**src/rtl/game_flow_ctrl.sv**
```systemverilog
// game_flow_ctrl: frame-paced game sequencer for the pacman display path.
// Tracks lives, frightened mode, per-ghost visibility, the pacman mouth
// animation and freeze/respawn handshakes to the sprite controllers.
// All durations are counted in frame_tick pulses.

module game_flow_ctrl #(
  parameter int START_LIVES   = 3,
  parameter int FRIGHT_FRAMES = 360,
  parameter int DYING_FRAMES  = 120,
  parameter int READY_FRAMES  = 60,
  parameter int MOUTH_FRAMES  = 8
) (
  input  logic       Clk,
  input  logic       Reset_n,
  input  logic       frame_tick,
  input  logic       start,
  input  logic       hit_red,
  input  logic       hit_green,
  input  logic       hit_aqua,
  input  logic       pellet_eaten,
  input  logic       level_clear,
  output logic       death,
  output logic       reversal,
  output logic [1:0] lives,
  output logic       closePacman,
  output logic       red_enable,
  output logic       green_enable,
  output logic       aqua_enable,
  output logic       freeze,
  output logic       respawn,
  output logic [2:0] state
);

  // Largest of the three state durations sets the shared timer width.
  function automatic int max3(input int a, input int b, input int c);
    int m;
    m = a;
    if (b > m) m = b;
    if (c > m) m = c;
    return m;
  endfunction

  localparam int TW = $clog2(max3(FRIGHT_FRAMES, DYING_FRAMES, READY_FRAMES) + 1);
  localparam int MW = $clog2(MOUTH_FRAMES + 1);

  localparam logic [TW-1:0] T_FRIGHT   = TW'(FRIGHT_FRAMES);
  localparam logic [TW-1:0] T_DYING    = TW'(DYING_FRAMES);
  localparam logic [TW-1:0] T_READY    = TW'(READY_FRAMES);
  localparam logic [TW-1:0] T_ONE      = TW'(1);
  localparam logic [MW-1:0] MOUTH_LAST = MW'(MOUTH_FRAMES - 1);
  localparam logic [MW-1:0] MOUTH_ONE  = MW'(1);
  localparam logic [1:0]    LIVES_INIT = 2'(START_LIVES);

  typedef enum logic [2:0] {
    IDLE      = 3'd0,
    READY     = 3'd1,
    PLAY      = 3'd2,
    FRIGHT    = 3'd3,
    DYING     = 3'd4,
    GAME_OVER = 3'd5
  } state_t;

  state_t          state_r;
  logic [TW-1:0]   timer_r;
  logic [MW-1:0]   mouth_cnt_r;
  logic [1:0]      lives_r;
  logic            death_r;
  logic            reversal_r;
  logic            close_r;
  logic            red_en_r;
  logic            green_en_r;
  logic            aqua_en_r;
  logic            freeze_r;
  logic            respawn_r;

  logic            hit_any_s;
  logic            timer_exp_s;
  logic            mouth_wrap_s;
  logic            mouth_active_s;

  // Qualified event decode: disabled ghosts never count as a hit.
  always_comb begin
    hit_any_s      = (hit_red & red_en_r) | (hit_green & green_en_r) | (hit_aqua & aqua_en_r);
    timer_exp_s    = frame_tick & (timer_r <= T_ONE);
    mouth_wrap_s   = (mouth_cnt_r == MOUTH_LAST);
    mouth_active_s = (state_r == PLAY) || (state_r == FRIGHT);
  end

  // Game sequencer: state, timer, mouth animation and all registered outputs.
  always_ff @(posedge Clk or negedge Reset_n) begin
    if (!Reset_n) begin
      state_r     <= IDLE;
      timer_r     <= '0;
      mouth_cnt_r <= '0;
      lives_r     <= LIVES_INIT;
      death_r     <= 1'b0;
      reversal_r  <= 1'b0;
      close_r     <= 1'b0;
      red_en_r    <= 1'b1;
      green_en_r  <= 1'b1;
      aqua_en_r   <= 1'b1;
      freeze_r    <= 1'b1;
      respawn_r   <= 1'b0;
    end else begin
      respawn_r <= 1'b0;

      // Mouth runs only while pacman moves; transitions below may override.
      if (mouth_active_s) begin
        if (frame_tick) begin
          if (mouth_wrap_s) begin
            mouth_cnt_r <= '0;
            close_r     <= ~close_r;
          end else begin
            mouth_cnt_r <= mouth_cnt_r + MOUTH_ONE;
          end
        end
      end else begin
        mouth_cnt_r <= '0;
        close_r     <= 1'b0;
      end

      case (state_r)
        IDLE: begin
          freeze_r <= 1'b1;
          if (start) begin
            respawn_r <= 1'b1;
            timer_r   <= T_READY;
            state_r   <= READY;
          end
        end

        READY: begin
          freeze_r   <= 1'b1;
          reversal_r <= 1'b0;
          red_en_r   <= 1'b1;
          green_en_r <= 1'b1;
          aqua_en_r  <= 1'b1;
          if (timer_exp_s) begin
            state_r     <= PLAY;
            freeze_r    <= 1'b0;
            mouth_cnt_r <= '0;
            close_r     <= 1'b0;
          end else if (frame_tick) begin
            timer_r <= timer_r - T_ONE;
          end
        end

        PLAY: begin
          if (hit_any_s) begin
            state_r     <= DYING;
            timer_r     <= T_DYING;
            freeze_r    <= 1'b1;
            mouth_cnt_r <= '0;
            close_r     <= 1'b0;
          end else if (level_clear) begin
            state_r     <= READY;
            respawn_r   <= 1'b1;
            timer_r     <= T_READY;
            freeze_r    <= 1'b1;
            mouth_cnt_r <= '0;
            close_r     <= 1'b0;
          end else if (pellet_eaten) begin
            state_r    <= FRIGHT;
            reversal_r <= 1'b1;
            timer_r    <= T_FRIGHT;
          end
        end

        FRIGHT: begin
          if (level_clear) begin
            state_r     <= READY;
            respawn_r   <= 1'b1;
            timer_r     <= T_READY;
            reversal_r  <= 1'b0;
            red_en_r    <= 1'b1;
            green_en_r  <= 1'b1;
            aqua_en_r   <= 1'b1;
            freeze_r    <= 1'b1;
            mouth_cnt_r <= '0;
            close_r     <= 1'b0;
          end else begin
            // Ghosts touched while frightened are eaten and vanish.
            red_en_r   <= red_en_r   & ~hit_red;
            green_en_r <= green_en_r & ~hit_green;
            aqua_en_r  <= aqua_en_r  & ~hit_aqua;
            if (pellet_eaten) begin
              timer_r <= T_FRIGHT;
            end else if (timer_exp_s) begin
              state_r    <= PLAY;
              reversal_r <= 1'b0;
              red_en_r   <= 1'b1;
              green_en_r <= 1'b1;
              aqua_en_r  <= 1'b1;
            end else if (frame_tick) begin
              timer_r <= timer_r - T_ONE;
            end
          end
        end

        DYING: begin
          freeze_r <= 1'b1;
          if (timer_exp_s) begin
            if (lives_r <= 2'd1) begin
              lives_r <= 2'd0;
              death_r <= 1'b1;
              state_r <= GAME_OVER;
            end else begin
              lives_r   <= lives_r - 2'd1;
              respawn_r <= 1'b1;
              timer_r   <= T_READY;
              state_r   <= READY;
            end
          end else if (frame_tick) begin
            timer_r <= timer_r - T_ONE;
          end
        end

        GAME_OVER: begin
          death_r  <= 1'b1;
          freeze_r <= 1'b1;
          if (start) begin
            lives_r    <= LIVES_INIT;
            death_r    <= 1'b0;
            respawn_r  <= 1'b1;
            timer_r    <= T_READY;
            reversal_r <= 1'b0;
            red_en_r   <= 1'b1;
            green_en_r <= 1'b1;
            aqua_en_r  <= 1'b1;
            state_r    <= READY;
          end
        end

        default: begin
          // Illegal encodings fall back to the power-on condition.
          state_r     <= IDLE;
          timer_r     <= '0;
          mouth_cnt_r <= '0;
          lives_r     <= LIVES_INIT;
          death_r     <= 1'b0;
          reversal_r  <= 1'b0;
          close_r     <= 1'b0;
          red_en_r    <= 1'b1;
          green_en_r  <= 1'b1;
          aqua_en_r   <= 1'b1;
          freeze_r    <= 1'b1;
        end
      endcase
    end
  end

  assign death        = death_r;
  assign reversal     = reversal_r;
  assign lives        = lives_r;
  assign closePacman  = close_r;
  assign red_enable   = red_en_r;
  assign green_enable = green_en_r;
  assign aqua_enable  = aqua_en_r;
  assign freeze       = freeze_r;
  assign respawn      = respawn_r;
  assign state        = state_r;

endmodule

```
**config.mk**
```make
export PLATFORM = sky130hd
export DESIGN_NAME = game_flow_ctrl
export DESIGN_NICKNAME = d
export VERILOG_FILES = /design/src/rtl/game_flow_ctrl.sv
export SDC_FILE = /design/constraint.sdc
export NUM_CORES = 1
export LEC_CHECK = 0
export CAP_MARGIN = 20
export CORE_UTILIZATION = 55
export DETAILED_ROUTE_END_ITERATION = 16
export PLACE_DENSITY_LB_ADDON = 0.15
export SLEW_MARGIN = 20
export SYNTH_ARGS = -nofsm -noshare
export SYNTH_HDL_FRONTEND = slang
export SYNTH_SLANG_ARGS = --single-unit
```
**constraint.sdc**
```tcl
create_clock -name Clk -period 2.1 [get_ports Clk]
set_input_delay 0.21 -clock Clk [delete_from_list [all_inputs] [get_ports Clk]]
set_output_delay 0.21 -clock Clk [all_outputs]
set_load 0.01 [all_outputs]
```
== Word level (Yosys, flattened, before mapping) ==
Index checks and enable logic that the tools add are counted.

* Output and inout port bits: 13
* Input bits: 9
* Logic and storage cells: 137
* Flip-flop bits (word level): 26

* Equal/unequal tests: 17
* Reductions and logical operators: 13
* Bitwise gates (word level): 16
* Order comparisons: 2
* Add/sub/neg operators: 3
* Mux-type cells: 74

{| class="wikitable"
|+ Operator list
! kind !! number
|-
| two-way mux 9 bit || 10
|-
| one-hot mux 9 bit (5 select lines) || 1
|-
| two-way mux 1 bit || 34
|-
| two-way mux 3 bit || 9
|-
| two-way mux 4 bit || 6
|-
| one-hot mux 4 bit (4 select lines) || 1
|-
| one-hot mux 1 bit (3 select lines) || 5
|-
| one-hot mux 3 bit (5 select lines) || 1
|-
| != test 2 bit (second input constant) || 6
|-
| one-hot mux 1 bit (4 select lines) || 3
|-
| less-or-equal comparator 9 x 1 -> 1 bit (second input constant) || 1
|-
| != test 3 bit (second input constant) || 3
|-
| AND reduction 3 bit || 3
|-
| subtractor 9 x 1 -> 9 bit (second input constant) || 1
|-
| AND 1 bit || 7
|-
| NOT 1 bit || 7
|-
| AND reduction 7 bit || 1
|-
| == test 3 x 2 -> 1 bit (second input constant) || 2
|-
| == test 3 bit (second input constant) || 2
|-
| two-way mux 2 bit || 3
|-
| one-hot mux 2 bit (3 select lines) || 1
|-
| OR reduction 3 bit || 2
|-
| adder 4 x 1 -> 4 bit (second input constant) || 1
|-
| == test 4 x 3 -> 1 bit (second input constant) || 1
|-
| 12 further kinds || 14
|}

== Depth between registers and ports, before layout ==
* Depth in word-level cells: 7
* Gate-level depth with buffers: 8
* Depth with buffers taken out: 7

== Least setup slack after synthesis ==
No wires, ideal clock.

* Path kind: reg2reg
* Start point: register state_r[2] (netlist: state[2])
* End point: register state_r[0] (netlist: state[0])
* Setup time: 128 ps
* Arrival: 1703 ps
* Path buffers: 0
* Period minus slack after synthesis: 1831 ps
* Setup slack: 269 ps
* Stages on the path, launching flop included: 6
* Cells stage by stage: dfrtp_1 -> nor2b_1 -> or4_1 -> and2_1 -> nand2_1 -> mux2_1

* Longest elaborated chain between the ends: 4
* Elaborated cells on any way between the ends: 13
* Those cells by class: eq/ne (9); mux (1); reduce/logical (3)

{| class="wikitable"
|+ Ends and longest elaborated chain
! item !! line !! source
|-
| from (decl) || 63 || <nowiki>state_t state_r;</nowiki>
|-
| from (signal assigned) || 92 || <nowiki>state_r <= IDLE;</nowiki>
|-
| from (signal assigned) || 128 || <nowiki>state_r <= READY;</nowiki>
|-
| from (signal assigned) || 139 || <nowiki>state_r <= PLAY;</nowiki>
|-
| == test 3 bit / logical NOT 3 bit (equally long branches) || 122 || <nowiki>case (state_r)</nowiki>
|-
| OR reduction 2 bit (no line) || n/a ||
|-
| != test 2 x 1 -> 1 bit (no line) || n/a ||
|-
| AND reduction 4 bit (no line) || n/a ||
|}

Several ways; a longest one is shown, not always the timed one.
A chain may end at the register's enable or synchronous reset.

== Worst setup path in the final report ==
* Start point: register timer_r[1]
* End point: register timer_r[1]

* Longest elaborated chain between the ends: 6
* Elaborated cells on any way between the ends: 11
* Those cells by class: add/sub (1); order compare (1); eq/ne (1); mux (6); bitwise (1); reduce/logical (1)

{| class="wikitable"
|+ Ends and longest elaborated chain
! item !! line !! source
|-
| from (decl) || 64 || <nowiki>logic [TW-1:0] timer_r;</nowiki>
|-
| from (signal assigned) || 144 || <nowiki>timer_r <= timer_r - T_ONE;</nowiki>
|-
| from (signal assigned) || 195 || <nowiki>timer_r <= timer_r - T_ONE;</nowiki>
|-
| from (signal assigned) || 214 || <nowiki>timer_r <= timer_r - T_ONE;</nowiki>
|-
| subtractor 9 x 1 -> 9 bit / less-or-equal comparator 9 x 1 -> 1 bit (equally long branches) || n/a ||
|-
| two-way mux 9 bit / AND 1 bit (equally long branches) || n/a ||
|-
| two-way mux 9 bit || 138 || <nowiki>if (timer_exp_s) begin</nowiki>
|-
| two-way mux 9 bit || 186 || <nowiki>if (pellet_eaten) begin</nowiki>
|-
| two-way mux 9 bit || 170 || <nowiki>if (level_clear) begin</nowiki>
|-
| one-hot mux 9 bit (5 select lines) || 122 ||
|}

Several ways; a longest one is shown, not always the timed one.

==> results.cfg <==
[synth]
synth_mux_area_share_pct = 2.38
synth_most_common_cell = nand2_1
syn-num-nets = 223
synth_area_um2 = 1730
ys.flop_type = dfrtp_1
ys_seq_area_share_pct = 38.0
async_flop_share_pct = 100
synthXorXnorAreaFrac_pct = 2.02
ys_types = 51
yosys.area.top_type = dfrtp_1
synth_edf_count = 0
synth_top_family_by_area = simple AND/OR/NAND/NOR gates
syn_inst = 211
synthSimpleGateAreaFrac_pct = 26.4
synth_top_area_share_pct = 28.9
avgSynthCellArea_um2 = 8.21
yosys_warnings = 0
synth.ff_latch_count = 26
yosys.area_share.adder_pct = 2.17
synth_compound_area_share_pct = 24.8
synthTopCellsByArea = dfrtp_1 (29%), dfstp_2 (9.1%), nand2_1 (7.4%), a21oi_1 (4.0%), nor2_1 (3.7%)
synth_common_cells = nand2_1 (34), dfrtp_1 (20), nor2_1 (17)

[place]
dp.cells = 281
dp_hpwl_um = 3460
portBuffers = 21
placed_area_um2 = 2080
pre_cts_ws_ns = 0.0430
place.gp.congestion = 0.977

[pwr]
intPower_uw = 848
clockPowerShare_pct = 17.4
peakVddDrop_uv = 459
p_leak_nw = 0.871
p_sw_share_pct = 36.9
p_sw_uw = 496
seqPwrFrac_pct = 52.9
p_comb_share_pct = 29.7
p_per_area_nw_per_um2 = 637
power_mw = 1.34

[cts]
hold_buffers = 0
clk_path_buf_depth = 2
clock_sinks = 26
clockRootBuffer = clkbuf_4
clk_latency_ns = 0.33
cts_tree = done
cts_inserted_buffers = 3
ctsResizeCount = 0
cts_setup_buffers = 0
htree_levels = 1
clk_pin_slew_worst_paths_ns = 0.15

[floorplanning]
rows = 19
pin_count = 22
die_x_um = 58.1
start_util_pct = 60.2
dieHeight_um = 58.1
die_area_um2 = 3380
core_area_um2 = 2880

[detailed_routing]
wl_um = 4540
drtAntennaViolNets = 0
drc_errors = 0
wl_per_cell_um = 15.9
dr.pass1.iters = 5
drt_iter0_markers = 116
viasPerCell = 6.22
vias = 1772

[sta]
drv_slew = 0
slew_headroom_pct = 67.8
setup_violations = 0
fmax_mhz = 513
finClkSkew_ns = 0.00453
finalCritPeriodShare_pct = 92.8
tightest_slew_ns = 0.479
period_needed_ns = 1.95
finalSetupTns_ns = 0
fin_ws_ns = 0.151
rsz0062_at_grt = false
hold_violations = 0

[critical_path]
crit_type = flop to flop
critPathTopFamily = compound AO/OA/AOI/OAI gates
r2r_start = timer_r[1]
cp_slowest_stage_delay_ns = 0.44
crit_path_cell_trace = inv_1 -> ha_1 -> o21bai_1 -> nand4_2 -> buf_4 -> o211a_2 -> o21ai_1 -> a32o_1
worstPathArrival_ns = 2.19
startpoint_type = flop
cp.required_ns = 2.34
critical-path-slowest-cell = dfrtp_1
critPathMaxFanout = 14
cp-startpoint = timer_r[1]
critPathBufInv = 2
critPathCaptureType = flop

[grt]
grt_pass1_vias = 1698
grt_pass1_wl_um = 7650
grt_max_degree = 27
antenna_found_initial = 0
grt_util_all_layers_pct = 29.2
overflow = 0

[final_layout]
drive_gt1_share_pct = 13.2
final_nets = 256
diodes = 0
layout.cells.non_filler = 285
fin_area_um2 = 2110
syn_to_final_growth_pct = 21.8

[min_path]
hp-class = primary input to asynchronous set/reset pin

[flow_run]
maxCapViolCount = 0

[run_status]
status = finished clean
-- per-layer routing --
metal  vias to the layer above  GRT usage [%]  routed length [µm]  part of all wire, %
met5                         -              0                   0                    0
met4                         0           8.84                  64                  1.4
met3                         7           2.23                 366                  8.1
met2                        76           50.6                2210                   49
met1                       848           39.2                1900                   42
li1                        841              -                   -                    -
-- layout by cell type (no fill, tap or decap), types with 2 or more instances in the layout --
cell type	instances
a31oi_1	8
nand2b_1	4
mux2i_1	3
nand2_1	34
clkdlybuf4s50_1	21
a22oi_1	2
ha_1	3
o21ai_1	10
or3_1	5
inv_1	8
dfstp_2	6
nor2_1	17
nor3_1	5
o311ai_1	2
nand3_1	3
or4_1	3
nor2b_1	4
a41oi_1	2
nand4_1	2
clkbuf_4	3
a21oi_1	14
o22ai_1	3
and2_1	2
buf_4	17
o31ai_1	3
dfrtp_1	20
xor2_1	4
o21ai_0	8
o41ai_1	2
o211ai_1	2
-- final timing paths --
| path | end | slack, ns | depth (start not counted) |
|---|---|---|---|
| setup / recovery | timer_r[1] | 0.15 | 8 |
| hold / removal | timer_r[2] | 0.22 | 2 |
| setup reg to reg | timer_r[1] | 0.15 | 8 |
| hold reg to reg | green_enable | 0.48 | 2 |
| max in group asynchronous | lives[1] | 1.58 | 2 |
| min in group Clk | green_enable | 0.48 | 2 |
-- power by group through the flow --
| stage | logic [mW] | clock network [mW] | registers (mW) |
|---|---|---|---|
| 2_1_floorplan | 0.282 | 0 | 0.692 |
| 6_report | 0.399 | 0.234 | 0.711 |
| 4_1_cts | 0.398 | 0.234 | 0.710 |
| 5_1_grt | 0.447 | 0.245 | 0.728 |
| 3_3_place_gp | 0.376 | 0 | 0.715 |
| 3_5_place_dp | 0.396 | 0 | 0.721 |
-- layout make-up --
cell class,count,area [µm²]
Fill cell,225,767
Clock buffer,4,26.3
Sequential cell,26,658
Timing Repair Buffer,38,338
Tap cell,42,52.6
Multi-Input combinational cell,166,1000
Inverter,9,33.8
-- kinds of logic (layout without fill, tap and decap cells) --
kind of cell,after synthesis,in the layout
DFF,26,26
muxes,4,4
and+or+nand+nor,88,88
AOI/OAI and AO/OA,67,67
xor gates and xnor gates,4,4
adders and majority gates,3,3
buffers and inverters,19,51
-- metrics by stage --
step / hold WS (ns) / utilization, %
2_1_floorplan: -0.0856 / -
4_1_cts: 0.236 / 73.3
5_1_grt: 0.272 / 73.3
6_report: 0.219 / 73.3
3_5_place_dp: 0.459 / 72.4
3_3_place_gp: 0.456 / 72.4
-- flip-flops by register name, summed over array words and instances, names as in the netlist --
signal	flops
lives	2
respawn	1
reversal	1
timer_r	9
state	3
red_enable	1
mouth_cnt_r	4
closePacman	1
green_enable	1
freeze	1
aqua_enable	1
death	1
Note: power is estimated with default switching activity, not from simulation.
